===== config.mk =====
export PLATFORM = sky130hd
export DESIGN_NAME = sub16_serial
export DESIGN_NICKNAME = d
export VERILOG_FILES = /design/src/rtl/sub16_serial_pkg.sv /design/src/rtl/sub4.sv /design/src/rtl/sub16_serial.sv
export SDC_FILE = /design/constraint.sdc
export NUM_CORES = 1
export LEC_CHECK = 0
export BUFFER_PORTS_ARGS = -buffer_cell sky130_fd_sc_hd__buf_2
export CAP_MARGIN = 20
export CELL_PAD_IN_SITES_DETAIL_PLACEMENT = 1
export CELL_PAD_IN_SITES_GLOBAL_PLACEMENT = 1
export CORE_MARGIN = 2
export CORE_UTILIZATION = 43
export DETAILED_ROUTE_END_ITERATION = 8
export PLACE_DENSITY_LB_ADDON = 0.15
export SETUP_SLACK_MARGIN = 0.2
export SLEW_MARGIN = 25
export SYNTH_ARGS = -nofsm -noshare
export SYNTH_HDL_FRONTEND = slang
export SYNTH_SLANG_ARGS = --single-unit

===== constraint.sdc =====
create_clock -name clk -period 3.6 [get_ports clk]
set_clock_uncertainty 0.2 [all_clocks]
set_input_delay 0.72 -clock clk [delete_from_list [all_inputs] [get_ports clk]]
set_output_delay 0.72 -clock clk [all_outputs]
set_load 0.005 [all_outputs]

===== src/rtl/sub16_serial_pkg.sv =====
// Shared definitions for the serial subtractor: FSM state encoding and
// default operand/slice widths.
package sub16_serial_pkg;

  typedef enum logic [1:0] {
    IDLE = 2'd0,
    RUN  = 2'd1,
    DONE = 2'd2
  } state_t;

  localparam int unsigned W_DEFAULT     = 16;
  localparam int unsigned SLICE_DEFAULT = 4;

endpackage


===== src/rtl/sub4.sv =====
// Combinational slice subtractor: d = x - y - bin, with the borrow out of the
// top bit. N defaults to 4 and matches the serial engine's SLICE.
module sub4 #(
  parameter int unsigned N = 4
) (
  input  logic [N-1:0] x,
  input  logic [N-1:0] y,
  input  logic         bin,
  output logic [N-1:0] d,
  output logic         bout
);

  logic [N:0] diff;

  // One extra bit catches the borrow leaving the slice.
  always_comb begin
    diff = {1'b0, x} - {1'b0, y} - {{N{1'b0}}, bin};
    d    = diff[N-1:0];
    bout = diff[N];
  end

endmodule


===== src/rtl/sub16_serial.sv =====
// Serial W-bit subtractor: d = a - b - bin, processed SLICE bits per cycle,
// LSB first, using one shared slice subtractor.
// Optional feature macro: SUB16_SERIAL_FLAGS_EN adds zero and ovf outputs.
// Assumes W is a multiple of SLICE and W/SLICE >= 2.
module sub16_serial
  import sub16_serial_pkg::*;
#(
  parameter int unsigned W     = W_DEFAULT,
  parameter int unsigned SLICE = SLICE_DEFAULT
) (
  input  logic         clk,
  input  logic         rst,
  input  logic         start,
  input  logic [W-1:0] a,
  input  logic [W-1:0] b,
  input  logic         bin,
  output logic         busy,
  output logic         done,
  output logic [W-1:0] d,
  output logic         bout
`ifdef SUB16_SERIAL_FLAGS_EN
  ,
  output logic         zero,
  output logic         ovf
`endif
);

  localparam int unsigned NS = W / SLICE;
  localparam int unsigned KW = (NS > 1) ? $clog2(NS) : 1;
  localparam logic [KW-1:0] K_LAST = KW'(NS - 1);

  state_t           state;
  logic [KW-1:0]    k;
  logic [W-1:0]     a_q;
  logic [W-1:0]     b_q;
  logic             br;
  logic [W-1:0]     part;
  logic [SLICE-1:0] s_d;
  logic             s_bout;
  logic [W-1:0]     res_next;

  // Operands shift right each RUN cycle so the active slice is always in the
  // low bits; no variable part-select is needed.
  sub4 #(.N(SLICE)) u_slice (
    .x    (a_q[SLICE-1:0]),
    .y    (b_q[SLICE-1:0]),
    .bin  (br),
    .d    (s_d),
    .bout (s_bout)
  );

  // Full result as it stands once the current slice is merged in.
  always_comb begin
    res_next = {s_d, part[W-1:SLICE]};
  end

  // Control FSM with registered status and result outputs.
  always_ff @(posedge clk) begin
    if (rst) begin
      state <= IDLE;
      k     <= '0;
      a_q   <= '0;
      b_q   <= '0;
      br    <= 1'b0;
      part  <= '0;
      busy  <= 1'b0;
      done  <= 1'b0;
      d     <= '0;
      bout  <= 1'b0;
`ifdef SUB16_SERIAL_FLAGS_EN
      zero  <= 1'b0;
      ovf   <= 1'b0;
`endif
    end else begin
      done <= 1'b0;
      case (state)
        IDLE: begin
          if (start) begin
            a_q   <= a;
            b_q   <= b;
            br    <= bin;
            k     <= '0;
            busy  <= 1'b1;
            state <= RUN;
          end
        end
        RUN: begin
          a_q  <= a_q >> SLICE;
          b_q  <= b_q >> SLICE;
          br   <= s_bout;
          part <= res_next;
          k    <= k + 1'b1;
          if (k == K_LAST) begin
            state <= DONE;
            done  <= 1'b1;
            d     <= res_next;
            bout  <= s_bout;
`ifdef SUB16_SERIAL_FLAGS_EN
            zero  <= (res_next == '0);
            // Top slice sits in the low bits here; compare operand and result signs.
            ovf   <= (a_q[SLICE-1] ^ b_q[SLICE-1]) & (a_q[SLICE-1] ^ s_d[SLICE-1]);
`endif
          end
        end
        DONE: begin
          busy  <= 1'b0;
          state <= IDLE;
        end
        default: begin
          busy  <= 1'b0;
          state <= IDLE;
        end
      endcase
    end
  end

endmodule


# ---- Yosys cells after proc, flatten, opt, wreduce, memory -nomap -nowiden
# Cells that the tools add are included.
dict set report op_classes {
  n_mux 14
  reduce_logical 7
  mul 0
  eq_ne 4
  magnitude_cmp 0
  addsub 3
  div 0
  shifts 0
  n_bitwise 1
}
# cell n
set ops {}
lappend ops {{$pmux W16 S2} 2}
lappend ops {{$mux W16} 2}
lappend ops {{$pmux W2 S2} 2}
lappend ops {{$reduce_and A2 Y1} 4}
lappend ops {{$mux W2} 3}
lappend ops {{$sub A4 B4 Y5} 1}
lappend ops {{$sub A5 B1 Y5} 1}
lappend ops {{$ne A2 B2 Y1 const B} 2}
lappend ops {{$pmux W1 S2} 2}
lappend ops {{$mux W1} 3}
lappend ops {{$add A2 B1 Y2 const B} 1}
lappend ops {{$eq A2 B1 Y1 const B} 1}
lappend ops {{$eq A2 B2 Y1 const B} 1}
lappend ops {{$logic_not A2 Y1} 1}
lappend ops {{$reduce_bool A2 Y1} 1}
lappend ops {{$reduce_or A2 Y1} 1}
lappend ops {{$not A1 Y1} 1}
dict set report word_totals {
  ram_bits 0
  mem_bits_ro 0
  n_memories 0
  ff_bits 72
  latch_bits 0
  input_bits 36
  wordCells 39
  out_inout_bits 19
}

# ---- Depth between registers and ports, before layout
dict set report depth {
  ltp_word 3
  depth_mapped 7
  mapped_depth_nobuf 7
}

# ---- Cells and area by module
# Synthesis repeated with hierarchy kept, for this count alone.
dict set report hier_totals {
  cells_unflattened 290
  area_unflattened_um2 2896.5
}
# module seq_area_each_um2 cells_each instances area_each_um2
set by_module_without_submodules {}
lappend by_module_without_submodules {sub16_serial 1361.3 266 1 2688.8}
lappend by_module_without_submodules {sub4 0.0 24 1 207.7}

# ---- Worst setup path before layout
# OpenSTA, ideal clock, no wires.
dict set report synth_path {
  path_type {input to register}
  startpoint {input port rst}
  endpoint {register a_q[12]}
  required_ps 3272
  setup_time_ps 128
  arrival_time_ps 1517
  stages 4
  slack_ps 1755
  path_buffers 3
  cell_sequence {clkbuf_1 > clkbuf_1 > clkbuf_1 > nor2_1}
}
# element line
set synth_lines {}
lappend synth_lines {{start, declared} sub16_serial.sv:12} ;# input logic rst,
lappend synth_lines {{end signal, assigned} sub16_serial.sv:88} ;# a_q <= a_q >> SLICE;
lappend synth_lines {{end, declared} sub16_serial.sv:34} ;# logic [W-1:0] a_q;
# No word-level cell between the ends.

# ---- Worst setup path in the final report
dict set report layout_path {
  startpoint {register state[1]}
  endpoint {register a_q[3]}
}
dict set report layout_between {
  elab_chain_cells 3
  word_cells_on_any_way 6
  classes_between {2 x eq/ne; 1 x mux; 3 x reduce/logical}
}
# element line
set layout_lines {}
lappend layout_lines {{start, declared} sub16_serial.sv:32} ;# state_t state;
lappend layout_lines {{start signal, assigned} sub16_serial.sv:60} ;# state <= IDLE;
lappend layout_lines {{start signal, assigned} sub16_serial.sv:84} ;# state <= RUN;
lappend layout_lines {{start signal, assigned} sub16_serial.sv:94} ;# state <= DONE;
lappend layout_lines {{$eq A2 B1 Y1 or $logic_not A2 Y1 (tied branches)} sub16_serial.sv:76} ;# case (state)
lappend layout_lines {{$reduce_bool A2 Y1 (no line) or $ne A2 B2 Y1 (tied branches)} -}
lappend layout_lines {{$reduce_and A2 Y1 (no line)} -}
# Parallel ways exist; a longest one is shown, timed or not.
# A chain may end at the register's enable or synchronous reset.

==> metrics.txt <==
ratio of cells with drive above 1 in the final layout 0.192; vias per inst roughly 5.3; mapped cell area between 2000 and 3000 um2; critical path type reg -> reg; Placer Congestion roughly 0.71; slew margin rel. 0.508; failing checks design-rule violations; row count 29; commonest non-fill, non-tap cells in the layout nand2_1, dfxtp_1, buf_2; CTS tree done; Initial DRC Count 124; CTS Sinks slightly below 70; Max Root-Sink Buffers 2; worst path buffer plus inverter count 1; post-CTS setup buffer count 0; asr flop ratio synth 0; status finished with violations; Antenna Nets Post-Route 0; Post-CTS Resized 0; largest net degree at the start of global routing between 50 and 60; setup_tns 0 ns; GRT Residual Overflow 0; H-tree depth 3; worst slew pin tran approximately 0.74 ns; Syn Nets 397; sequential-to-total area share from yosys stat 0.474; worst path arrival time between 2 and 2.5 ns; Startpoint Class register; Crit. End Element register; Skew-Pair Late Insertion Delay 0.34 ns; Layout area overhead 18.5%; n_diodes 0; Starting Density 0.447; max frequency approximately 440 MHz; most common cell after layout, fill and taps aside nand2_1; Routed WL around 7000 um; clk slew on worst S/H paths ~0.080 ns; Vias between 2,000 and 3,000; Layout Cells excl Fill 479; Syn Area/Cell 8.12 um2; total track usage 0.215; fin nets 440; CP max stage delay about 0.73 ns; Die W approximately 86 um; number of synthesized flops with an enable pin 0; endpoints failing setup 0; worst min path class reg -> reg; post-synth cell types 36; Max VDD drop around 0.24 mV; vias in the first global route around 2,600; ys flop type dfxtp_1; power density over the cells about 550 nW/um2; fill cell count a little over 800; final hold vios 0; wire per inst between 15 and 20 um; io pins 55; RSZ-0062 raised after global routing no; Root Driver clkbuf_8; Residual DRC 2; TritonCTS Buffers 9; CP top delay family simple AND/OR/NAND/NOR gates; post-synthesis cell count 354; hold_buf cts 0; worst-path cell chain and2b_1, buf_4, nand2_1, a311oi_1; Pre-antenna DRT Iters 8; fin crit share 0.627; first-pass GRT wire length roughly 12,000 um; core area about 6400 um2; flop-to-flop setup slack roughly 1.3 ns; flop and latch count out of synthesis 68; Ys Warns 0; required time worst endpoint 3.64 ns; Die ar. around 7400 um2; Slowest-stage cell, CP and2b_1; post-route minimum period about 2.3 ns; Port Buffers 54; DP Cell Count roughly 460; dpl hpwl between 4000 and 5000 um; initial antenna violation count 0; max cap viols 0; leakage power 1.43 nW; max-slew violations 0; CP Max Fanout 21; die height ~86 um
synth_stat cells (2+ instances only):
library cell / count / share of area
o21ai_0: 6 / 0.010
a311oi_1: 24 / 0.073
nand2b_1: 2 / 0.0044
and3b_1: 7 / 0.021
nand3b_1: 3 / 0.0078
a211oi_1: 4 / 0.010
nor2b_1: 5 / 0.011
buf_4: 3 / 0.0078
nand2_1: 102 / 0.13
inv_1: 12 / 0.016
fa_1: 2 / 0.014
a21oi_1: 30 / 0.052
ha_1: 5 / 0.022
a22oi_1: 4 / 0.010
buf_2: 13 / 0.023
nor2_1: 36 / 0.047
dfxtp_1: 68 / 0.47
clkbuf_1: 10 / 0.013
worst min-delay path: stages, from the launching register on:
cell and delay, ns:
dfxtp_1 0.31, nand2_1 0.05, a21oi_1 0.05
stage by stage:
stage	worst slack (ns)	power, W	hold slack, ns	utilization	instance area [um2]
global route	1.11	0.00195	0.273	0.530	3410
CTS	1.28	0.00187	0.251	0.530	3410
floorplan	1.76	0.000980	0.232	-	2870
detailed placement	1.40	0.00105	0.245	0.490	3140
global placement	1.48	0.00103	0.241	0.490	3140
finish	1.34	0.00186	0.248	0.530	3410
final cells by class:
| type | instances | area (um2) | share of cell area |
|---|---|---|---|
| inverters | 12 | 45.0 | 0.0132 |
| multi-input cells | 246 | 1330 | 0.389 |
| flip-flops and latches | 68 | 1360 | 0.400 |
| repair buffers | 60 | 315 | 0.0925 |
| well taps | 77 | 96.3 | 0.0283 |
| clock inverters | 7 | 139 | 0.0408 |
| clock buffers | 9 | 124 | 0.0364 |
kinds of logic (layout without fill, tap and decap cells):
group                    after synthesis  in the layout  share of synthesized area
AO/OA/AOI/OAI                         77             77                      0.183
XOR/XNOR                               1              1                    0.00305
adder cells (fa/ha/maj)                7              7                     0.0357
buffers and inverters                 40             88                     0.0649
flip-flops                            68             68                      0.474
AND/OR/NAND/NOR                      161            161                      0.240
metal layers:
metal,vias up,GRT usage,part of all wire
met3,10,0.0654,0.037
met5,-,0,0
li1,1281,-,-
met2,54,0.365,0.50
met4,0,0.0577,0.013
met1,1199,0.264,0.44
registers in the layout (all words and copies together), names as in the netlist:
signal	cells
busy	1
k	2
done	1
state	2
part	12
bout	1
a_q	16
b_q	16
br	1
d	16
power breakdown:
part	leakage (nW)	total, W	switching (W)	internal (W)
clock network	0.133	0.000827	0.000298	0.000529
registers	0.557	0.000820	0.0000275	0.000793
logic	0.738	0.000213	0.000126	0.0000866
final timing paths:
kind              startpoint  endpoint  cells past startpoint
setup / recovery    state[1]    a_q[3]                      4
hold / removal       part[6]      d[2]                      2
setup reg to reg    state[1]    a_q[3]                      4
hold reg to reg      part[6]      d[2]                      2
No activity file was read; power rests on OpenSTA's default activity.
